### config.mk
export PLATFORM = sky130hd
export DESIGN_NAME = save_state_chunk
export DESIGN_NICKNAME = d
export VERILOG_FILES = /design/src/rtl/save_state_pkg.sv /design/src/rtl/save_state_chunk.sv
export SDC_FILE = /design/constraint.sdc
export NUM_CORES = 1
export LEC_CHECK = 0
export CAP_MARGIN = 20
export CELL_PAD_IN_SITES_DETAIL_PLACEMENT = 1
export CELL_PAD_IN_SITES_GLOBAL_PLACEMENT = 1
export CORE_MARGIN = 2
export CORE_UTILIZATION = 26
export DETAILED_ROUTE_END_ITERATION = 8
export PLACE_DENSITY = 0.92
export SKIP_LAST_GASP = 1
export SYNTH_ARGS = -nofsm -noshare
export SYNTH_HDL_FRONTEND = slang
export SYNTH_SLANG_ARGS = --single-unit
### constraint.sdc
create_clock -name clk -period 4.1 [get_ports clk]
set_clock_uncertainty 0.2 [all_clocks]
set_input_delay 0.615 -clock clk [delete_from_list [all_inputs] [get_ports clk]]
set_output_delay 0.615 -clock clk [all_outputs]
set_load 0.02 [all_outputs]
### src/rtl/save_state_pkg.sv
// Shared definitions for the save-state streamer and its per-chunk endpoints.
//   Header layout : LEN [31:0], WIDTH [33:32], INDEX [63:56]
//   End marker    : header byte 7 == 8'hFF
//   Width codes   : W8/W16/W32/W64
//   chunk_state_t : endpoint FSM states
package save_state_pkg;

  localparam int HDR_LEN_LSB   = 0;
  localparam int HDR_LEN_MSB   = 31;
  localparam int HDR_WIDTH_LSB = 32;
  localparam int HDR_WIDTH_MSB = 33;
  localparam int HDR_INDEX_LSB = 56;
  localparam int HDR_INDEX_MSB = 63;

  localparam logic [7:0] HDR_END_MARKER = 8'hFF;

  localparam logic [1:0] W8  = 2'd0;
  localparam logic [1:0] W16 = 2'd1;
  localparam logic [1:0] W32 = 2'd2;
  localparam logic [1:0] W64 = 2'd3;

  typedef enum logic [2:0] {
    ST_IDLE,
    ST_RD_ISSUE,
    ST_RD_WAIT,
    ST_WR_ISSUE,
    ST_ACK,
    ST_HOLD
  } chunk_state_t;

  // Descriptor returned on a gather query: {30'b0, WIDTH, LEN}.
  function automatic logic [63:0] make_descriptor(input logic [1:0] width,
                                                  input logic [31:0] len);
    return {30'b0, width, len};
  endfunction

endpackage

### src/rtl/save_state_chunk.sv
// Per-chunk endpoint on one slot of the save-state streamer chunk bus.
// Gather: answers the descriptor query and serves elements from local RAM.
// Scatter: checks the incoming header and writes elements into local RAM.
//
// Ports
//   clk, reset_n                    clock, async active-low reset
//   enable, chunk_sel               RAM ownership / slot select (drop => abort)
//   query_req, read_req, write_req  streamer request strobes
//   write_data, chunk_address       element/header data, element index
//   data_ack, read_data             one-cycle ack, zero-extended read data
//   ram_addr/ram_wdata/ram_we/ram_rd/ram_rdata/ram_ready  local RAM port
//   busy                            FSM not idle
//
// state       | meaning
// ------------+-----------------------------------------------------------
// IDLE        | waiting for a selected request
// RD_ISSUE    | ram_rd held until RAM accepts it
// RD_WAIT     | latency down-counter running, then capture ram_rdata
// WR_ISSUE    | ram_we held until RAM accepts it, one settle cycle after
// ACK         | data_ack high for this single cycle
// HOLD        | waiting for the streamer to drop its request
module save_state_chunk
  import save_state_pkg::*;
#(
  parameter int CHUNK_WORDS  = 1024,
  parameter int WIDTH_CODE   = 1,
  parameter int ADDR_W       = 10,
  parameter int READ_LATENCY = 1,
  localparam int DATA_W      = 8 << WIDTH_CODE
) (
  input  logic              clk,
  input  logic              reset_n,
  input  logic              enable,
  input  logic              chunk_sel,
  input  logic              query_req,
  input  logic              write_req,
  input  logic [63:0]       write_data,
  input  logic              read_req,
  input  logic [31:0]       chunk_address,
  output logic              data_ack,
  output logic [63:0]       read_data,
  output logic [ADDR_W-1:0] ram_addr,
  output logic [DATA_W-1:0] ram_wdata,
  output logic              ram_we,
  output logic              ram_rd,
  input  logic [DATA_W-1:0] ram_rdata,
  input  logic              ram_ready,
  output logic              busy
);

  localparam int CNT_W = 3;
  localparam logic [63:0] DESCRIPTOR = make_descriptor(2'(WIDTH_CODE), 32'(CHUNK_WORDS));

  chunk_state_t      r_state, w_state_n;
  logic              r_data_ack, w_data_ack_n;
  logic [63:0]       r_read_data, w_read_data_n;
  logic [ADDR_W-1:0] r_ram_addr, w_ram_addr_n;
  logic [DATA_W-1:0] r_ram_wdata, w_ram_wdata_n;
  logic              r_ram_we, w_ram_we_n;
  logic              r_ram_rd, w_ram_rd_n;
  logic              r_busy, w_busy_n;
  logic [CNT_W-1:0]  r_lat_cnt, w_lat_cnt_n;

  logic w_req_v;
  logic w_in_range;
  logic w_hdr_ok;
  logic w_unused_wdata;

  assign w_req_v    = enable & chunk_sel & (read_req | write_req);
  assign w_in_range = chunk_address < 32'(CHUNK_WORDS);
  assign w_hdr_ok   = (write_data[HDR_LEN_MSB:HDR_LEN_LSB] == 32'(CHUNK_WORDS)) &&
                      (write_data[HDR_WIDTH_MSB:HDR_WIDTH_LSB] == 2'(WIDTH_CODE));
  // Header bits above WIDTH (incl. INDEX) do not matter to this endpoint.
  assign w_unused_wdata = ^write_data[63:HDR_WIDTH_MSB+1];

  always_ff @(posedge clk or negedge reset_n) begin
    if (!reset_n) begin
      r_state     <= ST_IDLE;
      r_data_ack  <= 1'b0;
      r_read_data <= '0;
      r_ram_addr  <= '0;
      r_ram_wdata <= '0;
      r_ram_we    <= 1'b0;
      r_ram_rd    <= 1'b0;
      r_busy      <= 1'b0;
      r_lat_cnt   <= '0;
    end else begin
      r_state     <= w_state_n;
      r_data_ack  <= w_data_ack_n;
      r_read_data <= w_read_data_n;
      r_ram_addr  <= w_ram_addr_n;
      r_ram_wdata <= w_ram_wdata_n;
      r_ram_we    <= w_ram_we_n;
      r_ram_rd    <= w_ram_rd_n;
      r_busy      <= w_busy_n;
      r_lat_cnt   <= w_lat_cnt_n;
    end
  end

  always_comb begin
    w_state_n     = r_state;
    w_read_data_n = r_read_data;
    w_ram_addr_n  = r_ram_addr;
    w_ram_wdata_n = r_ram_wdata;
    w_ram_we_n    = r_ram_we;
    w_ram_rd_n    = r_ram_rd;
    w_lat_cnt_n   = r_lat_cnt;

    case (r_state)
      ST_IDLE: begin
        if (w_req_v) begin
          if (query_req) begin
            if (read_req) begin
              w_read_data_n = DESCRIPTOR;
              w_state_n     = ST_ACK;
            end else if (w_hdr_ok) begin
              w_state_n = ST_ACK;
            end
            // Bad header: stay silent so the streamer times out and skips us.
          end else if (read_req) begin
            if (w_in_range) begin
              w_ram_addr_n = chunk_address[ADDR_W-1:0];
              w_ram_rd_n   = 1'b1;
              w_state_n    = ST_RD_ISSUE;
            end else begin
              w_read_data_n = '0;
              w_state_n     = ST_ACK;
            end
          end else begin
            if (w_in_range) begin
              w_ram_addr_n  = chunk_address[ADDR_W-1:0];
              w_ram_wdata_n = write_data[DATA_W-1:0];
              w_ram_we_n    = 1'b1;
              w_state_n     = ST_WR_ISSUE;
            end else begin
              w_state_n = ST_ACK;
            end
          end
        end
      end
      ST_RD_ISSUE: begin
        if (ram_ready) begin
          w_ram_rd_n  = 1'b0;
          w_lat_cnt_n = CNT_W'(READ_LATENCY);
          w_state_n   = ST_RD_WAIT;
        end
      end
      ST_RD_WAIT: begin
        if (r_lat_cnt == '0) begin
          w_read_data_n = 64'(ram_rdata);
          w_state_n     = ST_ACK;
        end else begin
          w_lat_cnt_n = r_lat_cnt - 1'b1;
        end
      end
      ST_WR_ISSUE: begin
        // First drop the strobe once accepted, ack on the following cycle.
        if (r_ram_we) begin
          if (ram_ready) w_ram_we_n = 1'b0;
        end else begin
          w_state_n = ST_ACK;
        end
      end
      ST_ACK: w_state_n = ST_HOLD;
      ST_HOLD: begin
        if (!read_req && !write_req) w_state_n = ST_IDLE;
      end
      default: w_state_n = ST_IDLE;
    endcase

    if ((r_state != ST_IDLE) && !(enable && chunk_sel)) begin
      w_state_n     = ST_IDLE;
      w_read_data_n = '0;
      w_ram_addr_n  = '0;
      w_ram_wdata_n = '0;
      w_ram_we_n    = 1'b0;
      w_ram_rd_n    = 1'b0;
      w_lat_cnt_n   = '0;
    end
  end

  assign w_data_ack_n = (w_state_n == ST_ACK);
  assign w_busy_n     = (w_state_n != ST_IDLE);

  assign data_ack  = r_data_ack;
  assign read_data = r_read_data;
  assign ram_addr  = r_ram_addr;
  assign ram_wdata = r_ram_wdata;
  assign ram_we    = r_ram_we;
  assign ram_rd    = r_ram_rd;
  assign busy      = r_busy;

endmodule

==> impl_metrics.py <==
metrics = {
    "critical_path": {
        "cp-end-kind": "register",
        "worstSetupPathType": "in -> reg",
        "critical_path.top_delay_family": "simple AND/OR/NAND/NOR gates",
        "crit_fanout": 26,
        "path_buf_inv": 2,
        "start_kind": "input port",
        "crit_path_frequent_cell": "nor4_4",
        "crit_arrival_ns": 2.74,
        "cp.required_ns": 4.11,
        "r2r_cells": 5,
        "path_cells": "clkdlybuf4s50_1 -> nor4_4 -> nand4_4 -> nor4_4 -> buf_12 -> nand2_1 -> o21ai_1",
        "critPathSlowestCell": "nor4_4",
        "slowest_delay_ns": 0.68,
        "cp.depth": 7,
    },
    "pwr": {
        "power_mw": 1.80,
        "intPower_mw": 1.18,
        "ir_worst_vdd_v": 0.000234,
        "comb_power_share": 0.372,
        "pwr_density_cell_nw_per_um2": 399,
        "p_leak_nw": 1.87,
        "clkPwrFrac": 0.268,
        "power.share.sequential": 0.359,
        "swShare": 0.344,
        "switching_power_mw": 0.617,
    },
    "route": {
        "wirelength_mm": 8.63,
        "ant_nets": 0,
        "drt-wirelength-per-cell_um": 14.3,
        "drcViolationCount": 0,
        "viasPerCell": 4.39,
        "vias": 2649,
        "drt_iter0_markers": 71,
        "drtPass1Iterations": 4,
    },
    "timing": {
        "hold_violations": 0,
        "finalCritPeriodShare": 0.667,
        "relSlewSlack": 0.343,
        "setup_viol": 0,
        "maxSlewViolCount": 0,
        "final.setup.tns_ns": 0,
        "rsz0062_at_grt": "no",
        "finalCriticalPeriod_ns": 2.73,
        "fmax_mhz": 366,
        "tightest_slew_ns": 0.980,
    },
    "die": {
        "initial_core_util": 0.265,
        "die_y_um": 112,
        "die_w_um": 112,
        "core.rowCount": 39,
        "core_um2": 11400,
        "ioPinCount": 214,
        "dieArea_um2": 12500,
    },
    "run": {
        "maxCapViolCount": 0,
    },
    "cells_and_area": {
        "final_cells": 604,
        "antenna_cells": 0,
        "syn2layout_area_growth_pct": 49.3,
        "fill_cells": 1343,
        "multiInputGateArea_um2": 1360,
        "finalNetCount": 582,
        "fin_util": 0.395,
        "seq_area_um2": 1330,
        "layout-drive-gt1-share": 0.0586,
    },
    "clocking": {
        "clock_path_buffers": 2,
        "cts-root-buf": "clkbuf_16",
        "htreeDepth": 2,
        "holdBufCountCts": 0,
        "post_cts_buffers": 0,
        "cts_buffers": 5,
        "clock-sinks": 53,
        "cts_resized": 0,
        "path_clk_slew_ns": 0.07,
        "cts_tree": "built",
        "clkLatencyLatePin_ns": 0.29,
    },
    "grt": {
        "track_usage": 0.137,
        "grt_pass1_vias": 2840,
        "grt_overflow_total": 0,
        "grt_first_pass_wirelength_mm": 13.9,
        "grt_max_degree": 36,
        "grt_antenna_before_repair": 0,
    },
    "placement": {
        "portBuffers": 136,
        "hpwl_mm": 7.00,
        "dp_cells": 596,
        "gp_congestion": 0.766,
    },
    "synthesis": {
        "ys_seq_area_frac": 0.441,
        "ys.warnings.count": 0,
        "synth_cell_types": 41,
        "synth_area_um2": 3010,
        "syn_inst": 327,
        "synth_edf_count": 0,
        "synth_ff_type": "dfrtp_1",
        "yosys_register_bits": 53,
        "synthArstFlopShare": 1.00,
        "synth.avg_cell_area_um2": 9.21,
    },
    "outcome": {
        "status": "finished, final reports clean",
    },
    "min_path": {
        "hold_class": "in -> async",
    },
}
[cells in the mapped netlist, types with 2 or more instances]
cell	count	share of area
inv_1	18	0.022
mux2i_1	15	0.050
nor3_2	2	0.0067
o21ai_1	27	0.045
buf_4	48	0.12
nor3_1	2	0.0033
nand2b_1	3	0.0062
nand3_1	2	0.0033
ha_1	2	0.0083
mux2_1	2	0.0075
buf_6	3	0.011
nand2_1	80	0.10
dfrtp_1	53	0.44
a311oi_1	2	0.0058
nor4b_1	2	0.0058
a21oi_1	10	0.017
buf_2	5	0.0083
clkbuf_1	4	0.0050
o31a_1	2	0.0058
o21ai_0	3	0.0050
nor4_1	9	0.019
o32ai_1	2	0.0058
nor2_1	9	0.011
nor4_4	5	0.035
[worst reg2reg max path: cells and delay by family (launching register included)]
kind               cells  cell delay (ns)
AOI/OAI and AO/OA      2             0.96
DFF                    1             0.52
and+or+nand+nor        3             0.92
[registers in the layout (all words and copies together) (netlist names)]
signal     count
busy           1
data_ack       1
r_lat_cnt      3
r_state        3
ram_addr      10
ram_rd         1
ram_wdata     16
ram_we         1
read_data     17
[stage by stage]
stage / cell area, µm² / setup WS, ns / hold WS [ns]
after floorplan: 3180 / 1.93 / 0.119
after global placement: 4330 / 1.06 / 0.269
after detailed placement: 4330 / 1.02 / 0.287
after CTS: 4500 / 1.32 / 0.0870
after global routing: 4500 / 1.17 / 0.102
final: 4500 / 1.37 / 0.0742
[cell type report]
class | count | share of cell area
clock buffers | 5 | 0.0278
clock inverters | 3 | 0.00974
inverters | 18 | 0.0150
multi-input cells | 242 | 0.301
flip-flops and latches | 53 | 0.295
well taps | 143 | 0.0398
repair buffers | 140 | 0.311
[worst paths after layout]
kind / from / end / slack, ns
setup / recovery: query_req / ram_wdata[9]$_DFFE_PN0P_ / 1.37
hold reg to reg: read_data[32]$_DFFE_PN0P_ / read_data[32]$_DFFE_PN0P_ / 0.31
min in group clk: read_data[32]$_DFFE_PN0P_ / read_data[32]$_DFFE_PN0P_ / 0.31
hold / removal: reset_n / r_lat_cnt[1]$_DFFE_PN0P_ / 0.07
max in group asynchronous: reset_n / ram_we$_DFFE_PN0P_ / 2.80
setup reg to reg: r_state[1]$_DFF_PN0_ / data_ack$_DFF_PN0_ / 1.38
[routing by layer]
layer / share of wire / wire (µm) / GRT usage / up-vias
li1: - / - / - / 1264
met1: 0.38 / 3310 / 0.149 / 1293
met2: 0.56 / 4800 / 0.267 / 83
met3: 0.044 / 377 / 0.0240 / 9
met4: 0.016 / 137 / 0.0420 / 0
met5: 0 / 0 / 0 / -
[power groups by stage]
stage	combinational (mW)	sequential [mW]	clock, mW
floorplan	0.379	0.698	0
global placement	0.649	0.650	0
detailed placement	0.673	0.655	0
CTS	0.676	0.645	0.498
global route	0.725	0.657	0.525
finish	0.668	0.645	0.482
[placed cells by master (no fill, tap or decap), types with 5 or more instances in the layout]
master           instances
clkdlybuf4s50_1        135
nand2_1                 80
dfrtp_1                 53
conb_1                  47
o21ai_1                 27
inv_1                   18
mux2i_1                 15
a21oi_1                 10
nor4_1                   9
nor2_1                   9
nor4_4                   5
clkbuf_16                5
[cells by family (layout without fill, tap and decap cells)]
| logic type | count (synthesis) | count (layout) | synth area share |
|---|---|---|---|
| simple gates | 122 | 122 | 0.217 |
| mux | 18 | 18 | 0.0611 |
| compound gates | 53 | 53 | 0.105 |
| flops | 53 | 53 | 0.441 |
| buf+inv | 78 | 166 | 0.167 |
| fa+ha+maj | 2 | 2 | 0.00831 |
| other cells | 1 | 47 | 0.00125 |
No activity file was read; power rests on OpenSTA's default activity.
